**src/rtl/pc_redirect_ctrl.sv**
```systemverilog
// Fetch PC-source controller: decodes JAL/branch/JALR, redirects in the decision cycle, then stalls for FLUSH_CYCLES.
// Decision outputs are combinational; hold freezes the flush countdown and blocks new redirects.
module pc_redirect_ctrl #(
  parameter int XLEN         = 16,
  parameter int FLUSH_CYCLES = 2,
  parameter int CNT_W        = 16
) (
  input  logic             clk,
  input  logic             rst,
  input  logic             valid,
  input  logic             hold,
  input  logic [1:0]       op1,
  input  logic [2:0]       op2,
  input  logic [3:0]       op3,
  input  logic [2:0]       cond,
  input  logic             S,
  input  logic             Zero,
  input  logic             C,
  input  logic             V,
  input  logic [XLEN-1:0]  pc_rel_target,
  input  logic [XLEN-1:0]  reg_target,
  output logic [1:0]       PCsrc,
  output logic             redirect,
  output logic [XLEN-1:0]  redirect_pc,
  output logic             stall,
  output logic             flushing,
  output logic [CNT_W-1:0] redirect_count
);

  typedef enum logic {
    IDLE  = 1'b0,
    FLUSH = 1'b1
  } state_t;

  localparam logic [3:0] LP_FLUSH     = 4'(FLUSH_CYCLES);
  localparam bit         LP_HAS_FLUSH = (FLUSH_CYCLES != 0);

  state_t           r_state;
  state_t           w_state_nxt;
  logic [3:0]       r_cnt;
  logic [3:0]       w_cnt_nxt;
  logic [CNT_W-1:0] r_count;

  logic w_cond_true;
  logic w_is_jal;
  logic w_is_br;
  logic w_is_jalr;
  logic w_take;

  always_comb begin
    w_cond_true = 1'b0;
    case (cond)
      3'b000:  w_cond_true = Zero;
      3'b001:  w_cond_true = S ^ V;
      3'b010:  w_cond_true = Zero | (S ^ V);
      3'b011:  w_cond_true = ~Zero;
      3'b100:  w_cond_true = C;
      3'b101:  w_cond_true = ~C;
      3'b110:  w_cond_true = V;
      default: w_cond_true = 1'b1;
    endcase
  end

  assign w_is_jal  = (op1 == 2'b10) && (op2 == 3'b100);
  assign w_is_br   = (op1 == 2'b10) && (op2 == 3'b111) && w_cond_true;
  assign w_is_jalr = (op1 == 2'b11) && (op3 == 4'b1110);

  // Only IDLE can take: anything decoded during FLUSH is on the wrong path.
  assign w_take = (r_state == IDLE) && valid && !hold && (w_is_jal || w_is_br || w_is_jalr);

  always_ff @(posedge clk) begin
    if (rst) begin
      r_state <= IDLE;
      r_cnt   <= 4'd0;
    end else begin
      r_state <= w_state_nxt;
      r_cnt   <= w_cnt_nxt;
    end
  end

  always_comb begin
    w_state_nxt = r_state;
    w_cnt_nxt   = r_cnt;
    PCsrc       = 2'b00;
    redirect    = 1'b0;
    redirect_pc = '0;
    stall       = 1'b0;
    flushing    = 1'b0;
    case (r_state)
      IDLE: begin
        if (w_take) begin
          redirect = 1'b1;
          stall    = 1'b1;
          if (w_is_jalr) begin
            PCsrc       = 2'b10;
            redirect_pc = reg_target;
          end else begin
            PCsrc       = 2'b01;
            redirect_pc = pc_rel_target;
          end
          if (LP_HAS_FLUSH) begin
            w_state_nxt = FLUSH;
            w_cnt_nxt   = LP_FLUSH;
          end
        end
      end
      FLUSH: begin
        stall    = 1'b1;
        flushing = 1'b1;
        if (!hold) begin
          w_cnt_nxt = r_cnt - 4'd1;
          if (r_cnt == 4'd1) begin
            w_state_nxt = IDLE;
          end
        end
      end
      default: begin
        w_state_nxt = IDLE;
        w_cnt_nxt   = 4'd0;
      end
    endcase
  end

  always_ff @(posedge clk) begin
    if (rst) begin
      r_count <= '0;
    end else if (w_take && (r_count != {CNT_W{1'b1}})) begin
      r_count <= r_count + 1'b1;
    end
  end

  assign redirect_count = r_count;

endmodule

```
**config.mk**
```make
export PLATFORM = sky130hd
export DESIGN_NAME = pc_redirect_ctrl
export DESIGN_NICKNAME = d
export VERILOG_FILES = /design/src/rtl/pc_redirect_ctrl.sv
export SDC_FILE = /design/constraint.sdc
export NUM_CORES = 1
export LEC_CHECK = 0
export BUFFER_PORTS_ARGS = -buffer_cell sky130_fd_sc_hd__buf_4
export CAP_MARGIN = 40
export CORE_MARGIN = 4
export CORE_UTILIZATION = 47
export DETAILED_ROUTE_END_ITERATION = 8
export HOLD_SLACK_MARGIN = 0.1
export PLACE_DENSITY = 0.86
export SYNTH_ARGS = -nofsm -noshare
export SYNTH_HDL_FRONTEND = slang
export SYNTH_SLANG_ARGS = --single-unit
```
**constraint.sdc**
```tcl
create_clock -name clk -period 4 [get_ports clk]
set_input_delay 0.2 -clock clk [delete_from_list [all_inputs] [get_ports clk]]
set_output_delay 0.2 -clock clk [all_outputs]
set_load 0.03 [all_outputs]
```
==> flow_summary_export.csv <==
group,metric,value,unit
outcome,status,"finished, final reports clean",
finish,syn_to_final_growth,47.67,%
cts,postCtsSetupBuffers,0,
critical_path,worst-path-buf-inv,0,
critical_path,path_cells,"nand4_1 > nor4_2 > a2111oi_4 > nor2_2 > nor4_1 > mux2_1",
cts,clkTransAtPathRegs,0.12,ns
cts,cts.htree.levels,1,
routing,wl,4165,um
logic_synthesis,netlist_area,1504,um^2
finish,final_util,72.75,%
finish,design_area,2221,um^2
min_path,holdPathStages,3,
sta,relSlewSlack,51.84,%
sta,hold_violations,0,
critical_path,slowest_delay,0.60,ns
sta,fin_crit_sh,64.60,%
routing,via_count,1708,
critical_path,arrival,2.80,ns
sta,tns,0,ns
grt,grt-ovfl-total,0,
finish,drive_above_1_share,37.50,%
critical_path,criticalPathCategory,"reg2reg",
sta,worst_clock_skew,0.003830,ns
placement,gp_congestion,0.8040,
routing,antenna_left,0,
cts,clock_path_buffers,2,
logic_synthesis,netlist.area_leader.share,27.95,%
logic_synthesis,syn_avg_cell_area,8.086,um^2
grt,grt_pass1_wl,6796,um
critical_path,critPathTopFamily,"simple AND/OR/NAND/NOR gates",
cts,hold_buffers,0,
routing,drt-initial-drc-count,34,
logic_synthesis,syn_nets,241,
placement,place_area,2193,um^2
placement,io_buffer_count,88,
sta,setup_viol,0,
logic_synthesis,yosys_warnings,0,
die,die-height,64.57,um
die,die_width,64.57,um
cts,ctsResizeCount,0,
die,die_area,4169,um^2
cts,clock-root-buffer,"clkbuf_4",
run,maxCapViolations,0,
finish,diodes,0,
power,leakagePower,0.9581,nW
die,core_area,3053,um^2
cts,clk_latency,0.32,ns
critical_path,critPathRequiredTime,4.22,ns
die,pin_count,89,
logic_synthesis,synth_area_leaders,"dfxtp_1, mux2i_1, nor2_1, xor2_1, a21oi_1",
die,start_util,49.26,%
grt,grt_usage,19.87,%
critical_path,reg2reg_depth,6,
min_path,hold_path.class,"in2reg",
routing,drt-pass1-iter-count,4,
cts,clock-sinks,21,
finish,multi_input_comb_area,1016,um^2
logic_synthesis,yosys_register_bits,21,
finish,nFillCells,250,
routing,post_drt_wl_per_cell,13.18,um
logic_synthesis,synthArstFlopShare,0,%
cts,cts_tree,"yes",
sta,period_needed,2.584,ns
critical_path,rrSetupSlack,1.42,ns
routing,drc,0,
min_path,min_to,"r_cnt[0]$_SDFFE_PP0P_",
critical_path,r2r-end,"redirect_count[13]$_SDFFE_PP0P_",
logic_synthesis,yosysTopAreaCell,"dfxtp_1",
grt,grt_max_degree,23,
critical_path,regToRegStartpoint,"redirect_count[4]$_SDFFE_PP0P_",
logic_synthesis,synthCells,186,
logic_synthesis,seq_area_frac_synth,27.95,%
finish,regArea,420.4,um^2
min_path,min_from,"hold",
sta,slew_viol_final,0,
logic_synthesis,synth_flop_cell,"dfxtp_1",
placement,dpl.hpwl,3372,um
critical_path,startpoint,"redirect_count[4]$_SDFFE_PP0P_",
critical_path,crit_slowest_cell,"nor2_2",
critical_path,cp-end-kind,"flop",
power,irDropWorstVdd,0.1026,mV
critical_path,path_max_fanout,21,
logic_synthesis,synth.distinct_cells,45,
power,powerDensity,177.7,nW/um^2
die,rows,20,
sta,max_freq,387.0,MHz
critical_path,start_kind,"flop",
grt,grt_pass1_vias,1711,
logic_synthesis,synth-edff-count,0,
sta,worstMarginPinSlew,0.7216,ns
sta,fin_hold_ws,0.1808,ns
cts,cts_buffers,3,
sta,rsz0062_at_grt,"false",
routing,via_per_inst,5.405,
finish,nets,328,
grt,antenna_found_initial,0,
## tightest hold or removal path: cells and delay by family
family | cells | cell delay [ns]
buffers and inverters | 2 | 0.19
AOI/OAI and AO/OA | 1 | 0.07
## cell usage in the layout (no fill, tap or decap), types with 2 or more instances in the layout
| master | n |
|---|---|
| a21oi_1 | 12 |
| or3_1 | 7 |
| nand2_1 | 10 |
| or4_1 | 4 |
| clkbuf_4 | 3 |
| nor2_1 | 27 |
| nor2b_1 | 3 |
| nor3_1 | 4 |
| o31ai_1 | 4 |
| o21ai_1 | 7 |
| ha_1 | 3 |
| dfxtp_1 | 21 |
| and4_1 | 2 |
| xor2_1 | 8 |
| mux2i_1 | 17 |
| nor4_1 | 2 |
| inv_1 | 7 |
| and3_1 | 3 |
| nand4_1 | 5 |
| nand2b_1 | 3 |
| buf_4 | 90 |
| nand3_1 | 7 |
## kinds of logic (layout without fill, tap and decap cells)
| logic type | after synthesis | after routing | synth area share [%] |
|---|---|---|---|
| multiplexers | 19 | 19 | 12.81 |
| buffers and inverters | 15 | 101 | 4.493 |
| AND/OR/NAND/NOR | 86 | 86 | 31.53 |
| adder cells (fa/ha/maj) | 3 | 3 | 2.496 |
| flip-flops | 21 | 21 | 27.95 |
| XOR/XNOR | 8 | 8 | 4.659 |
| AO/OA/AOI/OAI | 34 | 34 | 16.06 |
## report_power, final
| part | total, W | switching (W) | leakage [nW] | internal, W |
|---|---|---|---|---|
| sequential | 0.000211 | 0.000000865 | 0.169 | 0.000210 |
| clock | 0.000106 | 0.0000683 | 0.0177 | 0.0000375 |
| combinational | 0.0000782 | 0.0000320 | 0.771 | 0.0000462 |
| total | 0.000395 | 0.000101 | 0.958 | 0.000294 |
## synth_stat cells (all sizes together) (5+ instances only)
cell type,number
a21oi,13
clkbuf,6
dfxtp,21
inv,7
mux2i,17
nand2,10
nand3,7
nand4,6
nor2,28
o21ai,8
or3,7
or4,5
xor2,8
## final cells by class
| type | count | area share (%) |
|---|---|---|
| multi-input cells | 150 | 45.75 |
| repair buffers | 90 | 30.42 |
| flip-flops and latches | 21 | 18.93 |
| well taps | 44 | 2.479 |
| inverters | 7 | 1.183 |
| clock buffers | 3 | 1.014 |
| clock inverters | 1 | 0.2254 |
## per-layer routing
layer	global-route usage [%]	up-vias	part of all wire, %
met5	0	-	0
met1	23.50	780	42
met2	35.57	70	49
li1	-	853	-
met3	3.640	5	7.6
met4	7.124	0	1.5
## sequential cells by signal, summed over array words and instances (netlist names)
register        cells
r_cnt               4
r_state             1
redirect_count     16
## worst max-delay path by stage
stage | endpoint | slack, ns | cells past startpoint
after floorplan | redirect_pc[10] | 1.68 | 7
after global placement | redirect_count[13]$_SDFFE_PP0P_ | 1.54 | 6
after detailed placement | redirect_count[13]$_SDFFE_PP0P_ | 1.44 | 6
after CTS | redirect_count[13]$_SDFFE_PP0P_ | 1.42 | 6
after global routing | redirect_count[13]$_SDFFE_PP0P_ | 1.23 | 7
final | redirect_count[13]$_SDFFE_PP0P_ | 1.42 | 6
## metrics by stage
step	std cells	setup slack, ns	total power (W)
after floorplan	186	1.681	0.0002455
after global placement	312	1.536	0.0002926
after detailed placement	312	1.442	0.0002941
after CTS	316	1.424	0.0003969
after global routing	316	1.230	0.0004116
final	316	1.416	0.0003947
(Power assumes the default switching activity.)
